<file path="config.mk">
export PLATFORM = sky130hd
export DESIGN_NAME = mul_float_seq
export DESIGN_NICKNAME = d
export VERILOG_FILES = /design/src/rtl/fp_pkg.sv /design/src/rtl/mul_int_seq.sv /design/src/rtl/mul_float_seq.sv
export SDC_FILE = /design/constraint.sdc
export NUM_CORES = 1
export LEC_CHECK = 0
export BUFFER_PORTS_ARGS = -buffer_cell sky130_fd_sc_hd__clkbuf_2
export CORE_UTILIZATION = 55
export DETAILED_ROUTE_END_ITERATION = 12
export GPL_TIMING_DRIVEN = 0
export PLACE_DENSITY = 0.76
export SLEW_MARGIN = 20
export SYNTH_ARGS = -nofsm -noshare
export SYNTH_HDL_FRONTEND = slang
export SYNTH_SLANG_ARGS = --single-unit
</file>
<file path="constraint.sdc">
create_clock -name clk -period 8.67 [get_ports clk]
set_input_delay 1.734 -clock clk [delete_from_list [all_inputs] [get_ports clk]]
set_output_delay 1.734 -clock clk [all_outputs]
set_load 0.02 [all_outputs]
</file>
<file path="src/rtl/fp_pkg.sv">
// Shared floating-point helpers: bias, special-value builders, FSM states, flags.
package fp_pkg;

  // Widest format the builders below can produce.
  localparam int FP_MAX_W = 64;

  typedef enum logic [2:0] {
    S_IDLE,
    S_MUL,
    S_NORM,
    S_ROUND,
    S_DONE
  } mulf_state_t;

  typedef struct packed {
    logic overflow;
    logic underflow;
    logic invalid;
    logic inexact;
  } mulf_flags_t;

  function automatic int fp_bias(input int exp_w);
    return (1 << (exp_w - 1)) - 1;
  endfunction

  // Quiet NaN: exponent all ones, top mantissa bit set, sign clear.
  function automatic logic [FP_MAX_W-1:0] fp_nan(input int exp_w, input int man_w);
    return (((FP_MAX_W'(1) << exp_w) - FP_MAX_W'(1)) << man_w) |
           (FP_MAX_W'(1) << (man_w - 1));
  endfunction

  function automatic logic [FP_MAX_W-1:0] fp_inf(input int exp_w, input int man_w,
                                                 input logic sign);
    return (((FP_MAX_W'(1) << exp_w) - FP_MAX_W'(1)) << man_w) |
           (FP_MAX_W'(sign) << (exp_w + man_w));
  endfunction

  function automatic logic [FP_MAX_W-1:0] fp_zero(input int exp_w, input int man_w,
                                                  input logic sign);
    return FP_MAX_W'(sign) << (exp_w + man_w);
  endfunction

endpackage

</file>
<file path="src/rtl/mul_int_seq.sv">
// Iterative radix-2 shift-add unsigned multiplier, one multiplier bit per cycle.
// The first partial product is folded into the start edge, so the remaining
// N-1 steps run while the caller waits for done_o.
module mul_int_seq #(
  parameter int N = 24
) (
  input  logic           clk,
  input  logic           rst_n,
  input  logic           start_i,
  input  logic [N-1:0]   a_i,
  input  logic [N-1:0]   b_i,
  output logic           done_o,
  output logic [2*N-1:0] p_o
);

  localparam int CW = $clog2(N + 1);

  logic [2*N-1:0] acc_q, acc_d, acc_src;
  logic [N-1:0]   mcand_q, mcand_src;
  logic [CW-1:0]  cnt_q;
  logic           busy_q;
  logic [N:0]     sum;

  // Multiplier lives in the low half of the accumulator and shifts out as the
  // product shifts in from the top.
  assign acc_src   = start_i ? {{N{1'b0}}, b_i} : acc_q;
  assign mcand_src = start_i ? a_i : mcand_q;
  assign sum       = {1'b0, acc_src[2*N-1:N]} + {1'b0, mcand_src & {N{acc_src[0]}}};
  assign acc_d     = {sum, acc_src[N-1:1]};

  // done_o marks the cycle whose closing edge performs the final step.
  assign done_o = busy_q && (cnt_q == CW'(N - 1));
  assign p_o    = acc_q;

  // Step counter and accumulator.
  always_ff @(posedge clk or negedge rst_n) begin
    if (!rst_n) begin
      acc_q   <= '0;
      mcand_q <= '0;
      cnt_q   <= '0;
      busy_q  <= 1'b0;
    end else if (start_i) begin
      acc_q   <= acc_d;
      mcand_q <= a_i;
      cnt_q   <= CW'(1);
      busy_q  <= 1'b1;
    end else if (busy_q) begin
      acc_q <= acc_d;
      cnt_q <= cnt_q + CW'(1);
      if (done_o) busy_q <= 1'b0;
    end
  end

endmodule

</file>
<file path="src/rtl/mul_float_seq.sv">
// Sequential floating-point multiplier: special-case decode, iterative
// significand product, normalise, round-to-nearest-even, flags.
module mul_float_seq
  import fp_pkg::*;
#(
  parameter int EXP_W = 8,
  parameter int MAN_W = 23,
  parameter int W     = 1 + EXP_W + MAN_W
) (
  input  logic         clk,
  input  logic         rst_n,
  input  logic         in_valid,
  output logic         in_ready,
  input  logic [W-1:0] a,
  input  logic [W-1:0] b,
  output logic         out_valid,
  input  logic         out_ready,
  output logic [W-1:0] c,
  output logic         overflow,
  output logic         underflow,
  output logic         invalid,
  output logic         inexact
);

  localparam int N   = MAN_W + 1;
  localparam int EW2 = EXP_W + 2;
  localparam logic signed [EW2-1:0] BIAS_S  = EW2'(fp_bias(EXP_W));
  localparam logic signed [EW2-1:0] EXP_MAX = EW2'((1 << EXP_W) - 1);
  localparam logic [W-1:0]          QNAN    = W'(fp_nan(EXP_W, MAN_W));

  mulf_state_t state_q, state_d;
  logic                  sign_q, sign_d;
  logic signed [EW2-1:0] exp_q, exp_d;
  logic [N-1:0]          man_q, man_d;
  logic                  g_q, g_d, r_q, r_d, s_q, s_d;
  logic [W-1:0]          c_q, c_d;
  mulf_flags_t           flg_q, flg_d;

  logic [EXP_W-1:0] ea, eb;
  logic [MAN_W-1:0] ma, mb;
  logic a_nan, b_nan, a_inf, b_inf, a_zero, b_zero;
  logic mul_start, mul_done;
  logic [2*N-1:0] prod;

  logic nrm_hi, nrm_g, nrm_r, nrm_s;
  logic [N-1:0] nrm_man;
  logic rnd_inc;
  logic [N:0] man_sum;
  logic [MAN_W-1:0] rnd_frac;
  logic signed [EW2-1:0] rnd_exp;

  assign ea = a[W-2:MAN_W];
  assign eb = b[W-2:MAN_W];
  assign ma = a[MAN_W-1:0];
  assign mb = b[MAN_W-1:0];

  // Denormals have a zero exponent and are flushed to zero here.
  assign a_nan  = (&ea) & (|ma);
  assign b_nan  = (&eb) & (|mb);
  assign a_inf  = (&ea) & ~(|ma);
  assign b_inf  = (&eb) & ~(|mb);
  assign a_zero = ~(|ea);
  assign b_zero = ~(|eb);

  mul_int_seq #(.N(N)) u_mul (
    .clk    (clk),
    .rst_n  (rst_n),
    .start_i(mul_start),
    .a_i    ({1'b1, ma}),
    .b_i    ({1'b1, mb}),
    .done_o (mul_done),
    .p_o    (prod)
  );

  // Product lies in [1,4): the top bit picks between the two alignments.
  assign nrm_hi  = prod[2*N-1];
  assign nrm_man = nrm_hi ? prod[2*N-1:N] : prod[2*N-2:N-1];
  assign nrm_g   = nrm_hi ? prod[N-1] : prod[N-2];
  assign nrm_r   = nrm_hi ? prod[N-2] : prod[N-3];
  assign nrm_s   = nrm_hi ? (|prod[N-3:0]) : (|prod[N-4:0]);

  // RNE increment; a carry out of the significand renormalises by one.
  assign rnd_inc  = g_q & (r_q | s_q | man_q[0]);
  assign man_sum  = {1'b0, man_q} + {{N{1'b0}}, rnd_inc};
  assign rnd_frac = man_sum[N] ? man_sum[MAN_W:1] : man_sum[MAN_W-1:0];
  assign rnd_exp  = exp_q + {{(EW2-1){1'b0}}, man_sum[N]};

  assign in_ready  = (state_q == S_IDLE);
  assign out_valid = (state_q == S_DONE);
  assign c         = c_q;
  assign overflow  = flg_q.overflow;
  assign underflow = flg_q.underflow;
  assign invalid   = flg_q.invalid;
  assign inexact   = flg_q.inexact;

  // Next-state and datapath update for every FSM state.
  always_comb begin
    state_d   = state_q;
    sign_d    = sign_q;
    exp_d     = exp_q;
    man_d     = man_q;
    g_d       = g_q;
    r_d       = r_q;
    s_d       = s_q;
    c_d       = c_q;
    flg_d     = flg_q;
    mul_start = 1'b0;
    unique case (state_q)
      S_IDLE: begin
        if (in_valid) begin
          sign_d = a[W-1] ^ b[W-1];
          exp_d  = $signed({2'b00, ea}) + $signed({2'b00, eb}) - BIAS_S;
          flg_d  = '0;
          if (a_nan | b_nan | (a_inf & b_zero) | (a_zero & b_inf)) begin
            c_d           = QNAN;
            flg_d.invalid = 1'b1;
            state_d       = S_DONE;
          end else if (a_inf | b_inf) begin
            c_d     = W'(fp_inf(EXP_W, MAN_W, a[W-1] ^ b[W-1]));
            state_d = S_DONE;
          end else if (a_zero | b_zero) begin
            c_d     = W'(fp_zero(EXP_W, MAN_W, a[W-1] ^ b[W-1]));
            state_d = S_DONE;
          end else begin
            mul_start = 1'b1;
            state_d   = S_MUL;
          end
        end
      end
      S_MUL: begin
        if (mul_done) state_d = S_NORM;
      end
      S_NORM: begin
        man_d   = nrm_man;
        g_d     = nrm_g;
        r_d     = nrm_r;
        s_d     = nrm_s;
        exp_d   = exp_q + {{(EW2-1){1'b0}}, nrm_hi};
        state_d = S_ROUND;
      end
      S_ROUND: begin
        flg_d = '0;
        if (rnd_exp >= EXP_MAX) begin
          c_d             = W'(fp_inf(EXP_W, MAN_W, sign_q));
          flg_d.overflow  = 1'b1;
          flg_d.inexact   = 1'b1;
        end else if (rnd_exp[EW2-1] || (rnd_exp == '0)) begin
          c_d             = W'(fp_zero(EXP_W, MAN_W, sign_q));
          flg_d.underflow = 1'b1;
          flg_d.inexact   = 1'b1;
        end else begin
          c_d           = {sign_q, rnd_exp[EXP_W-1:0], rnd_frac};
          flg_d.inexact = g_q | r_q | s_q;
        end
        state_d = S_DONE;
      end
      S_DONE: begin
        if (out_ready) state_d = S_IDLE;
      end
      default: state_d = S_IDLE;
    endcase
  end

  // State and datapath registers; reset aborts any operation in flight.
  always_ff @(posedge clk or negedge rst_n) begin
    if (!rst_n) begin
      state_q <= S_IDLE;
      sign_q  <= 1'b0;
      exp_q   <= '0;
      man_q   <= '0;
      g_q     <= 1'b0;
      r_q     <= 1'b0;
      s_q     <= 1'b0;
      c_q     <= '0;
      flg_q   <= '0;
    end else begin
      state_q <= state_d;
      sign_q  <= sign_d;
      exp_q   <= exp_d;
      man_q   <= man_d;
      g_q     <= g_d;
      r_q     <= r_d;
      s_q     <= s_d;
      c_q     <= c_d;
      flg_q   <= flg_d;
    end
  end

endmodule

</file>
==> results.md <==
* DRT iter0 DRCs at 447
* Worst-skew pair later-pin latency at 430 ps
* CTS H-tree lvls at 4
* Gates resized, CTS repair at 0
* Yosys top cell area share at 40.6%
* Peak supply drop at 0.275 mV
* Setup tns final at 0 ps
* Multi-input logic area at 5300 um2
* Post-synth EDFFs at 0
* Worst path arrival time at 6800 ps
* Slew Viols, Final at 0
* Area of the die at 17900 um2
* Slew @ Worst Pin at 925 ps
* Crit path max-delay family: simple AND/OR/NAND/NOR gates
* Setup Skew at 7.77 ps
* CTS tree: built
* Setup violations, final at 0
* CP Launch Type: input pin
* Max-slew headroom at 37.9%
* Initial antenna violation count at 0
* Min cycle time layout at 6490 ps
* # port buffers at 105
* Share of the yosys chip area belonging to registers at 40.6%
* Critical Setup Path Class: in -> reg
* Reg clk slew, reported paths at 60 ps
* WL final at 22.0 mm
* Routability cong. at 0.917
* Largest net degree at the start of global routing at 79
* RSZ-0062 raised after global routing: no
* LEAKAGE at 5.04 nW
* Area grow syn2layout at 15.5%
* Core ar. at 16800 um2
* Vias per cell at 5.70
* CTS Buf Count at 17
* Vias in the first global route at 7469
* Cell Chain, Critical Path: clkbuf_2 > nand4_1 > nor2_1 > nor4_1 > nand2_1 > mux2i_1 > clkbuf_1 > nor2b_1 > ha_1 > inv_1 > fa_1 > nor2b_1 > o31ai_1 > a21oi_1 > o31ai_1 > o21ai_0 > nor4_1 > nor3b_1
* Min Hold Slack at 459 ps
* # fillers at 1399
* Ports at 106
* Count leader, synth: dfrtp_1
* Antenna viol nets, final at 0
* Worst Setup SP: a[27]
* Run status: finished, final reports clean
* Hold crit path type: reg -> reg
* Distinct cell type count after synthesis at 76
* First-pass GRT wire length at 36.6 mm
* Initial Utilization at 57.0%
* Gr usage total at 25.7%
* Clock buffer depth at 2
* #FFs+latches synth at 155
* Period utilization at 74.8%
* Ant. Diodes at 0
* Async S/R FF share, synth at 100%
* Slowest stage cell, crit path: nor4_1
* Sink Count at 155
* CP Max Fanout at 10
* Reg2reg start: state_q[0]
* Setup Buffers After CTS at 0
* Die Ht at 134 um
* Hold Vio Cnt, Final at 0
* Ys Warns at 0
* Max-Cap Viols at 0
* Root buffer cell: clkbuf_16
* Ys flop type: dfrtp_1
* Layout cells sized above 1 at 18.7%
* DR DRC count at 0
* DP HPWL at 16.5 mm
* Delay of the slowest cell on the worst path at 810 ps
* Syn Nets at 1134
* Layout Nets at 1259
* Syn Std Cell Area at 9550 um2
* Critical path required time at 8980 ps
* Core Rows at 47
* Post-Layout Cell Count at 1377
* Post-synthesis average cell area at 9.37 um2
* Pwr Total at 4.36 mW
* Cell count after synthesis at 1019
* TritonRoute pass-1 iters at 5
* Worst Path Buf+Inv at 3
* Overflow after GRT at 0
* Min-delay src: u_mul.mcand_q[23]
* PD cells at 395 nW/um2
* Synth area leader: dfrtp_1
* Routed len/inst at 15.9 um
* Placed Cells at 1345
* Hold-fix buffers at CTS at 0
* Max Fclk at 0.154 GHz
* CP endpoint kind: flop
* Reg area at 3880 um2
* Top post-synthesis cells by area: dfrtp_1, ha_1, mux2i_1
* Via count at 7847
* List of most frequent post-synthesis cells: dfrtp_1, nand2_1, nor2_1
* Chip width at 134 um
## registers in the layout (all words and copies together), names as in the netlist
name	count
u_mul.cnt_q	5
state_q	3
g_q	1
man_q	24
s_q	1
exp_q	10
u_mul.mcand_q	24
sign_q	1
underflow	1
u_mul.p_o	48
inexact	1
overflow	1
invalid	1
c	32
r_q	1
u_mul.busy_q	1
## cells in the final DEF, fill, tap and decap left out, types with 17 or more instances in the layout
cell type | Yosys | layout
xor2_1 | 30 | 30
dfrtp_1 | 155 | 155
nand3_1 | 20 | 20
nand4_1 | 18 | 18
mux2_2 | 22 | 22
nor2b_1 | 28 | 28
ha_1 | 45 | 45
mux2i_1 | 52 | 52
nand2_1 | 119 | 119
a21oi_1 | 61 | 61
inv_1 | 29 | 29
clkbuf_2 | 0 | 104
nor2_1 | 78 | 78
xnor2_1 | 22 | 22
o21ai_0 | 65 | 65
clkbuf_16 | 0 | 17
clkbuf_1 | 24 | 25
and2_1 | 31 | 31
## path summary, 6_finish.rpt
path / slack, ps / depth (start not counted) / end
worst max-delay path: 2180 / 18 / u_mul.p_o[43]
worst min-delay path: 460 / 1 / u_mul.mcand_q[23]
worst max register to register: 3500 / 17 / u_mul.p_o[43]
worst min register to register: 460 / 1 / u_mul.mcand_q[23]
max in group asynchronous: 6540 / 2 / c[16]
min in group asynchronous: 1320 / 1 / u_mul.p_o[14]
## routing by layer
layer	share of wire [%]	GRT usage (%)
met1	48	35.9
met2	46	41.5
met3	4.9	4.91
met4	0.90	5.62
met5	0	0
## area by class of cell
type | count | share of cell area (%)
well taps | 220 | 2.50
clock buffers | 20 | 4.14
plain buffers | 48 | 2.45
multi-input cells | 787 | 48.0
repair buffers | 106 | 5.09
flip-flops and latches | 155 | 35.2
inverters | 29 | 0.987
clock inverters | 12 | 1.68
## stage by stage
step / worst slack (ps) / instance area, um2 / utilization (%)
CTS: 2210 / 11000 / 65.8
detailed placement: 1790 / 10400 / 62.0
floorplan: 3290 / 9550 / -
finish: 2180 / 11000 / 65.8
global route: 1710 / 11000 / 65.8
global placement: 1970 / 10400 / 61.8
## cell families after synthesis
group | share of synthesized area (%)
xor gates and xnor gates | 4.77
buffers and inverters | 3.97
muxes | 8.04
adders and majority gates | 6.31
DFF | 40.6
and+or+nand+nor | 20.2
AOI/OAI and AO/OA | 16.1
## report_power, final
group	total [mW]	internal [mW]	switching, mW
logic	2.22	0.980	1.24
clock network	0.816	0.501	0.315
registers	1.33	1.06	0.265
Power figures use the tool's default switching activity.
